**config.mk**
```make
export PLATFORM = sky130hd
export DESIGN_NAME = spi_ram_responder
export DESIGN_NICKNAME = d
export VERILOG_FILES = /design/src/rtl/spi_pkg.sv /design/src/rtl/spi_sync_edge.sv /design/src/rtl/spi_ram_responder.sv
export SDC_FILE = /design/constraint.sdc
export NUM_CORES = 1
export LEC_CHECK = 0
export BUFFER_PORTS_ARGS = -buffer_cell sky130_fd_sc_hd__buf_2
export CORE_UTILIZATION = 45
export DETAILED_ROUTE_END_ITERATION = 8
export PLACE_DENSITY_LB_ADDON = 0.12
export SYNTH_ARGS = -nofsm -noshare
export SYNTH_HDL_FRONTEND = slang
export SYNTH_SLANG_ARGS = --single-unit
```
**constraint.sdc**
```tcl
create_clock -name clk -period 2.35 [get_ports clk]
set_input_delay 0 -clock clk [delete_from_list [all_inputs] [get_ports clk]]
set_output_delay 0 -clock clk [all_outputs]
set_load 0.03 [all_outputs]
```
**src/rtl/spi_pkg.sv**
```systemverilog
// Shared SPI definitions used by the RAM responder and the SPI initiator.
//   - opcode constants for the serial RAM command set
//   - responder FSM state encoding
//   - small opcode decode helpers
package spi_pkg;

  localparam logic [7:0] OP_WRSR  = 8'h01;
  localparam logic [7:0] OP_WRITE = 8'h02;
  localparam logic [7:0] OP_READ  = 8'h03;
  localparam logic [7:0] OP_RDSR  = 8'h05;

  typedef enum logic [2:0] {
    IDLE,
    CMD,
    ADDR_HI,
    ADDR_LO,
    READ,
    WRITE,
    RDSR,
    IGNORE
  } spi_state_t;

  // State that follows a fully received opcode byte.
  function automatic spi_state_t opcode_next_state(input logic [7:0] op);
    case (op)
      OP_READ, OP_WRITE: return ADDR_HI;
      OP_RDSR:           return RDSR;
      default:           return IGNORE;
    endcase
  endfunction

  // WRSR is accepted (and then ignored); anything unlisted is an error.
  function automatic logic opcode_is_known(input logic [7:0] op);
    return (op == OP_READ) || (op == OP_WRITE) ||
           (op == OP_RDSR) || (op == OP_WRSR);
  endfunction

endpackage

```
**src/rtl/spi_sync_edge.sv**
```systemverilog
// Multi-flop synchronizer for one asynchronous input with edge pulses.
//   clk    : system clock
//   rst_n  : asynchronous active-low reset (chain loads RESET_VAL)
//   din    : asynchronous input
//   level  : synchronized level
//   rise   : one-cycle pulse when level goes 0->1
//   fall   : one-cycle pulse when level goes 1->0
module spi_sync_edge #(
  parameter int   STAGES    = 2,
  parameter logic RESET_VAL = 1'b0
) (
  input  logic clk,
  input  logic rst_n,
  input  logic din,
  output logic level,
  output logic rise,
  output logic fall
);

  logic [STAGES-1:0] sync_reg;
  logic              prev_reg;

  always_ff @(posedge clk or negedge rst_n) begin
    if (!rst_n) begin
      sync_reg <= {STAGES{RESET_VAL}};
      prev_reg <= RESET_VAL;
    end else begin
      sync_reg[0] <= din;
      for (int i = 1; i < STAGES; i++) begin
        sync_reg[i] <= sync_reg[i-1];
      end
      prev_reg <= sync_reg[STAGES-1];
    end
  end

  assign level = sync_reg[STAGES-1];
  assign rise  = level & ~prev_reg;
  assign fall  = ~level & prev_reg;

endmodule

```
**src/rtl/spi_ram_responder.sv**
```systemverilog
// SPI mode-0 serial RAM responder (MSB first) bridging to a simple
// synchronous memory port.
//   clk, rst_n        : system clock, asynchronous active-low reset
//   sclk, cs_n, mosi  : SPI inputs, asynchronous to clk
//   miso, miso_oe     : SPI data out and its pad enable
//   mem_addr          : byte address for both strobes
//   mem_wdata, mem_we : write data and one-cycle write strobe
//   mem_re, mem_rdata : one-cycle read strobe; data returns 1 clk later
//   cmd_err           : one-cycle pulse on an unsupported opcode
// Commands: 03 (read), 02 (write), 05 (status read), 01 (ignored).
module spi_ram_responder
  import spi_pkg::*;
#(
  parameter int         SYNC_STAGES = 2,
  parameter logic [7:0] STATUS_VAL  = 8'h40
) (
  input  logic        clk,
  input  logic        rst_n,
  input  logic        sclk,
  input  logic        cs_n,
  input  logic        mosi,
  output logic        miso,
  output logic        miso_oe,
  output logic [15:0] mem_addr,
  output logic [7:0]  mem_wdata,
  output logic        mem_we,
  output logic        mem_re,
  input  logic [7:0]  mem_rdata,
  output logic        cmd_err
);

  // ---------------------------------------------------------------- sync
  logic sclk_level, sclk_rise, sclk_fall;
  logic cs_level, cs_rise, cs_fall;

  spi_sync_edge #(.STAGES(SYNC_STAGES), .RESET_VAL(1'b0)) u_sclk_sync (
    .clk   (clk),
    .rst_n (rst_n),
    .din   (sclk),
    .level (sclk_level),
    .rise  (sclk_rise),
    .fall  (sclk_fall)
  );

  spi_sync_edge #(.STAGES(SYNC_STAGES), .RESET_VAL(1'b1)) u_cs_sync (
    .clk   (clk),
    .rst_n (rst_n),
    .din   (cs_n),
    .level (cs_level),
    .rise  (cs_rise),
    .fall  (cs_fall)
  );

  // mosi gets the same depth as sclk so the sampled bit lines up with
  // the detected rising edge.
  logic [SYNC_STAGES-1:0] mosi_sync_reg;
  logic                   mosi_s;

  always_ff @(posedge clk or negedge rst_n) begin
    if (!rst_n) begin
      mosi_sync_reg <= '0;
    end else begin
      mosi_sync_reg[0] <= mosi;
      for (int i = 1; i < SYNC_STAGES; i++) begin
        mosi_sync_reg[i] <= mosi_sync_reg[i-1];
      end
    end
  end

  assign mosi_s = mosi_sync_reg[SYNC_STAGES-1];

  // The synchronizer chains come out of reset holding their reset values,
  // not the pins. settle_reg marks when the chains reflect the real pins;
  // only then can cs_n be trusted as "seen high", which arms the block.
  // A frame already in progress when reset is released is thereby ignored.
  logic [SYNC_STAGES:0] settle_reg;
  logic                 settled;
  logic                 armed_reg;

  always_ff @(posedge clk or negedge rst_n) begin
    if (!rst_n) begin
      settle_reg <= '0;
    end else begin
      settle_reg <= {settle_reg[SYNC_STAGES-1:0], 1'b1};
    end
  end

  assign settled = settle_reg[SYNC_STAGES];

  // ---------------------------------------------------------------- FSM
  spi_state_t  state_reg, state_next;
  logic [2:0]  bit_cnt_reg;
  logic [6:0]  shift_in_reg;
  logic [7:0]  shift_out_reg;
  logic [7:0]  byte_in;
  logic        rx_last;
  logic        is_read_reg;
  logic        cmd_err_next;

  assign byte_in = {shift_in_reg, mosi_s};
  assign rx_last = sclk_rise && (bit_cnt_reg == 3'd7);

  always_ff @(posedge clk or negedge rst_n) begin
    if (!rst_n) begin
      state_reg <= IDLE;
    end else begin
      state_reg <= state_next;
    end
  end

  always_comb begin
    state_next   = state_reg;
    cmd_err_next = 1'b0;
    if (cs_rise) begin
      state_next = IDLE;
    end else begin
      case (state_reg)
        IDLE:    if (cs_fall && armed_reg) state_next = CMD;
        CMD: begin
          if (rx_last) begin
            state_next   = opcode_next_state(byte_in);
            cmd_err_next = !opcode_is_known(byte_in);
          end
        end
        ADDR_HI: if (rx_last) state_next = ADDR_LO;
        ADDR_LO: if (rx_last) state_next = is_read_reg ? READ : WRITE;
        default: ;
      endcase
    end
  end

  // ------------------------------------------------------------ datapath
  logic [15:0] addr_reg;
  logic [7:0]  mem_wdata_reg;
  logic        mem_we_reg, mem_re_reg, rd_load_reg;
  logic        miso_reg, miso_oe_reg, cmd_err_reg;

  always_ff @(posedge clk or negedge rst_n) begin
    if (!rst_n) begin
      armed_reg     <= 1'b0;
      bit_cnt_reg   <= '0;
      shift_in_reg  <= '0;
      shift_out_reg <= '0;
      is_read_reg   <= 1'b0;
      addr_reg      <= '0;
      mem_wdata_reg <= '0;
      mem_we_reg    <= 1'b0;
      mem_re_reg    <= 1'b0;
      rd_load_reg   <= 1'b0;
      miso_reg      <= 1'b0;
      miso_oe_reg   <= 1'b0;
      cmd_err_reg   <= 1'b0;
    end else begin
      mem_we_reg  <= 1'b0;
      mem_re_reg  <= 1'b0;
      cmd_err_reg <= cmd_err_next;
      rd_load_reg <= mem_re_reg;
      miso_oe_reg <= (state_next != IDLE);

      // Arm only from an idle mode-0 bus: cs_n high with sclk low.
      if (settled && cs_level && !sclk_level) armed_reg <= 1'b1;

      // Post-increment after each write strobe so the strobe itself
      // carries the address the byte belongs to.
      if (mem_we_reg) addr_reg <= addr_reg + 16'd1;

      // Read data arrives one clk after the strobe cycle.
      if (rd_load_reg) shift_out_reg <= mem_rdata;

      if (state_reg == IDLE || state_next == IDLE) begin
        // Entering or leaving a frame; an unfinished write byte is dropped.
        bit_cnt_reg <= '0;
        miso_reg    <= 1'b0;
      end else if (sclk_rise) begin
        case (state_reg)
          CMD, ADDR_HI, ADDR_LO, WRITE: begin
            shift_in_reg <= byte_in[6:0];
            bit_cnt_reg  <= bit_cnt_reg + 3'd1;
          end
          default: ;
        endcase
        if (rx_last) begin
          case (state_reg)
            CMD: begin
              is_read_reg   <= (byte_in == OP_READ);
              shift_out_reg <= STATUS_VAL;
            end
            ADDR_HI: addr_reg[15:8] <= byte_in;
            ADDR_LO: begin
              addr_reg[7:0] <= byte_in;
              mem_re_reg    <= is_read_reg;
            end
            WRITE: begin
              mem_we_reg    <= 1'b1;
              mem_wdata_reg <= byte_in;
            end
            default: ;
          endcase
        end
      end else if (sclk_fall) begin
        case (state_reg)
          READ, RDSR: begin
            // Rotating keeps the status byte cycling; in READ the
            // register is reloaded before the next byte anyway.
            miso_reg      <= shift_out_reg[7];
            shift_out_reg <= {shift_out_reg[6:0], shift_out_reg[7]};
          end
          default: miso_reg <= 1'b0;
        endcase
        if (state_reg == READ) begin
          bit_cnt_reg <= bit_cnt_reg + 3'd1;
          if (bit_cnt_reg == 3'd7) begin
            addr_reg   <= addr_reg + 16'd1;
            mem_re_reg <= 1'b1;
          end
        end
      end
    end
  end

  assign miso      = miso_reg & miso_oe_reg;
  assign miso_oe   = miso_oe_reg;
  assign mem_addr  = addr_reg;
  assign mem_wdata = mem_wdata_reg;
  assign mem_we    = mem_we_reg;
  assign mem_re    = mem_re_reg;
  assign cmd_err   = cmd_err_reg;

endmodule

```
==> key figures <==
Outcome
  • Status: finished clean

Final layout
  • Diodes inserted: 0
  • Layout cell share with drive strength beyond 1: 24.5%
  • Area added between synthesis and finish: 16.5%
  • Utilization of the core after routing: 53.9%
  • Final nets: 426
  • Number of flip-flops in the largest register: 16
  • Number of cells in the finished layout apart from fillers: 515

STA
  • Setup Skew: 8.40 ps
  • Final-report max-slew violation count: 0
  • Setup TNS after final layout: 0 ps
  • Hold Violations, Final: 0
  • Number of endpoints failing setup at the final stage: 0
  • Max transition margin: 48.5%
  • Post-route minimum period: 2140 ps
  • Fmax: 466 MHz
  • Actual transition at the worst max-transition pin: 773 ps
  • Final worst path period share: 91.2%
  • Setup repair after global routing missed its margin: false

GRT
  • Vias in the first global route: 2,928
  • GRT overflow: 0
  • GRT Util Overall: 23.5%
  • Antenna violations before repair: 0
  • Pin count of the biggest net entering global routing: 35
  • First-pass GRT wire length: 15,100 microns

Power
  • Portion of total power attributed to the clock network: 32.4%
  • Internal portion of total power: 1.99 mW
  • Lkg Pwr: 1.92 nW
  • NetSw: 1.00 mW
  • Pwr per Cell Area: 721 nW/um^2
  • Total power draw: 2.98 mW
  • Fraction of power spent switching nets: 33.5%
  • Sequential share of power: 48.0%
  • Share of power burned in combinational logic: 19.7%
  • Peak supply drop: 0.510 mV

Floorplan
  • Standard-cell rows: 32
  • Die height: 90.9 microns
  • Initial standard-cell utilization of the core: 46.3%
  • Horizontal die dimension: 90.9 microns
  • Area of the core: 7690 sq um
  • Boundary Pins: 42
  • Die Outline Area: 8260 sq um

Clock tree
  • TritonCTS clock tree: built
  • Total CTS buffers: 9
  • Clock Sink Count: 64
  • Post-CTS setup buffers: 0
  • Deepest clock path buffer count: 2
  • Root buffer selected by CTS: clkbuf_8
  • Skew-Pair Late Insertion Delay: 340 ps
  • CTS clk-pin slew, worst paths: 70 ps
  • Number of H-tree levels: 3

Critical path
  • Crit Path Max Fanout: 8
  • Family with the most delay on the worst path: compound AO/OA/AOI/OAI gates
  • Worst R2R Start: bit_cnt_reg[0]$_DFFE_PN0P_
  • Cell-by-cell trace of the critical path: ha_1 > ha_1 > and4bb_4 > a21oi_4 > nor3_1 > a221o_1 > a22o_1
  • Arrival time reported for the critical path endpoint: 2380 ps
  • Reg2reg setup slack: 210 ps
  • Cell seen most often among critical-path stages: ha_1
  • Largest stage delay, worst path: 400 ps
  • Kind of end point of the critical path: flip-flop
  • Crit Path Category: reg -> reg
  • Data required time at the worst endpoint: 2580 ps
  • Type of origin of the critical path: flip-flop
  • Standard cell with the maximum stage delay on the critical path: dfrtp_1
  • Buf+Inv Stages, Crit Path: 0
  • Number of cells on the worst reg-to-reg path: 7
  • Critical register-to-register path endpoint: mem_addr[11]$_DFF_PN0_

Routing
  • Detail-routed via count per cell: 5.72
  • Remaining routing DRC violations: 0
  • Total detailed-routing wirelength: 8900 microns
  • 1st-iter DRT viols: 269
  • Number of detailed-routing iterations run before antenna repair: 4
  • Count of vias placed by the detailed router: 2,944
  • Post-DR wirelength/cell: 17.3 microns
  • Post-route antenna net violation count: 0

Synthesis
  • Proportion of synthesized chip area in sequential cells: 45.1%
  • Top FF cell, synth: dfrtp_1
  • Cell taking the most area after synthesis: dfrtp_1
  • Share of synthesized flip-flops with an asynchronous set or reset: 100%
  • Number of distinct library cells after synthesis: 71
  • Total number of yosys warnings: 0
  • Synthesized area per cell: 9.99 sq um
  • Number of synthesized register bits: 64
  • Syn nets: 374
  • Number of enable flip-flop cells after synthesis: 0
  • Post-synthesis cell area: 3560 sq um
  • Ranking of synthesized cells by area: dfrtp_1 (43%), mux2_2 (4.1%), a21oi_1 (3.4%)
  • Fraction of synthesized cell area taken by the top area cell type: 42.9%
  • Mapped Cells: 356

Min path
  • Worst Hold Path Cells: 3
  • Worst hold-check path type: in -> reg
  • Hold worst-path end: shift_out_reg[3]$_DFF_PN0_
  • Startpoint of the most critical hold path: mem_rdata[3]

Placed design
  • I/O Buffers: 41
  • Placer Congestion: 0.856
  • DP HPWL: 6310 microns
  • Placed Cells incl. Taps: 493

Flow run
  • Reported max-cap violation count: 0
-- what timing repair did --
item	in CTS	in global routing
hold buffers	6	0
gates resized for setup	0	0
setup endpoints to repair	0	0
endpoints found under the hold margin	34	0
-- cell families after synthesis --
group / synth area share (%)
multiplexers: 8.48
AND/OR/NAND/NOR: 19.4
adder cells (fa/ha/maj): 1.76
flip-flops: 45.1
AO/OA/AOI/OAI: 17.2
XOR/XNOR: 3.94
buffers and inverters: 4.04
other: 0.105
-- through the flow --
stage / worst slack [ps] / hold WS [ps] / area [sq um]
3_3_place_gp: 259 / 106 / 3880
3_5_place_dp: 226 / 106 / 3880
2_1_floorplan: 352 / -296 / 3560
6_report: 206 / 4.71 / 4140
4_1_cts: 218 / 0.990 / 4140
5_1_grt: 56.0 / 20.1 / 4140
-- layer usage --
metal | vias to the layer above | track usage [%] | routed length [microns]
li1 | 1406 | - | -
met1 | 1443 | 32.9 | 4260
met2 | 84 | 35.4 | 3980
met3 | 11 | 5.05 | 519
met4 | 0 | 9.66 | 143
met5 | - | 0 | 0
-- cell type report --
type	instances	area, sq um
tap	102	128
multi-input combinational	263	1810
inverter	9	33.8
timing repair buffer	61	370
fill	737	3540
sequential	64	1610
clock buffer	11	141
clock inverter	5	56.3
-- worst max-delay path by stage --
stage	start	to	slack [ps]	depth (start not counted)
6_report	bit_cnt_reg[0]$_DFFE_PN0P_	mem_addr[11]$_DFF_PN0_	210	7
5_1_grt	bit_cnt_reg[0]$_DFFE_PN0P_	mem_addr[11]$_DFF_PN0_	60	7
4_1_cts	bit_cnt_reg[0]$_DFFE_PN0P_	mem_addr[11]$_DFF_PN0_	220	7
3_5_place_dp	bit_cnt_reg[0]$_DFFE_PN0P_	mem_addr[11]$_DFF_PN0_	230	7
3_3_place_gp	bit_cnt_reg[0]$_DFFE_PN0P_	mem_addr[11]$_DFF_PN0_	260	7
2_1_floorplan	mem_addr[0]$_DFF_PN0_	mem_addr[10]$_DFF_PN0_	350	7
-- worst reg2reg max path, delay by kind of cell, from the launching register on --
kind                     cells  cell delay (ps)
flip-flops                   1              400
adder cells (fa/ha/maj)      2              480
AND/OR/NAND/NOR              2              370
AO/OA/AOI/OAI                3              780
-- Yosys cell counts, types with 8 or more instances --
library cell / n
mux2i_1: 11
a21oi_1: 24
o22ai_1: 12
o21ai_0: 11
dfrtp_1: 61
clkbuf_1: 8
nand3_1: 11
inv_1: 9
mux2_2: 13
nand2_1: 26
xnor2_1: 11
nor2_1: 30
-- power groups by stage --
stage	combinational, mW	clock (mW)	sequential, mW
6_report	0.587	0.966	1.43
5_1_grt	0.651	1.03	1.46
4_1_cts	0.592	0.979	1.43
3_5_place_dp	0.581	0	1.45
3_3_place_gp	0.578	0	1.45
2_1_floorplan	0.402	0	1.41
-- cell usage in the layout, fill, tap and decap left out, types with 4 or more instances in the layout --
master         synthesis  routed
a21o_1                 4       4
a21oi_1               24      24
buf_2                  7      41
buf_4                  3      14
clkbuf_8               0      10
dfrtp_1               61      61
dlygate4sd3_1          0       6
ha_1                   5       5
inv_1                  9       9
mux2_1                 4       4
mux2_2                13      13
mux2i_1               11      11
nand2_1               26      26
nand2b_1               7       7
nand3_1               11      11
nand4_1                7       7
nor2_1                30      30
nor2b_1                5       5
nor3_1                 7       7
o21ai_0               11      11
o22ai_1               12      12
o31ai_1                5       5
xnor2_1               11      11
xor2_1                 5       5
No activity file was read; power rests on OpenSTA's default activity.
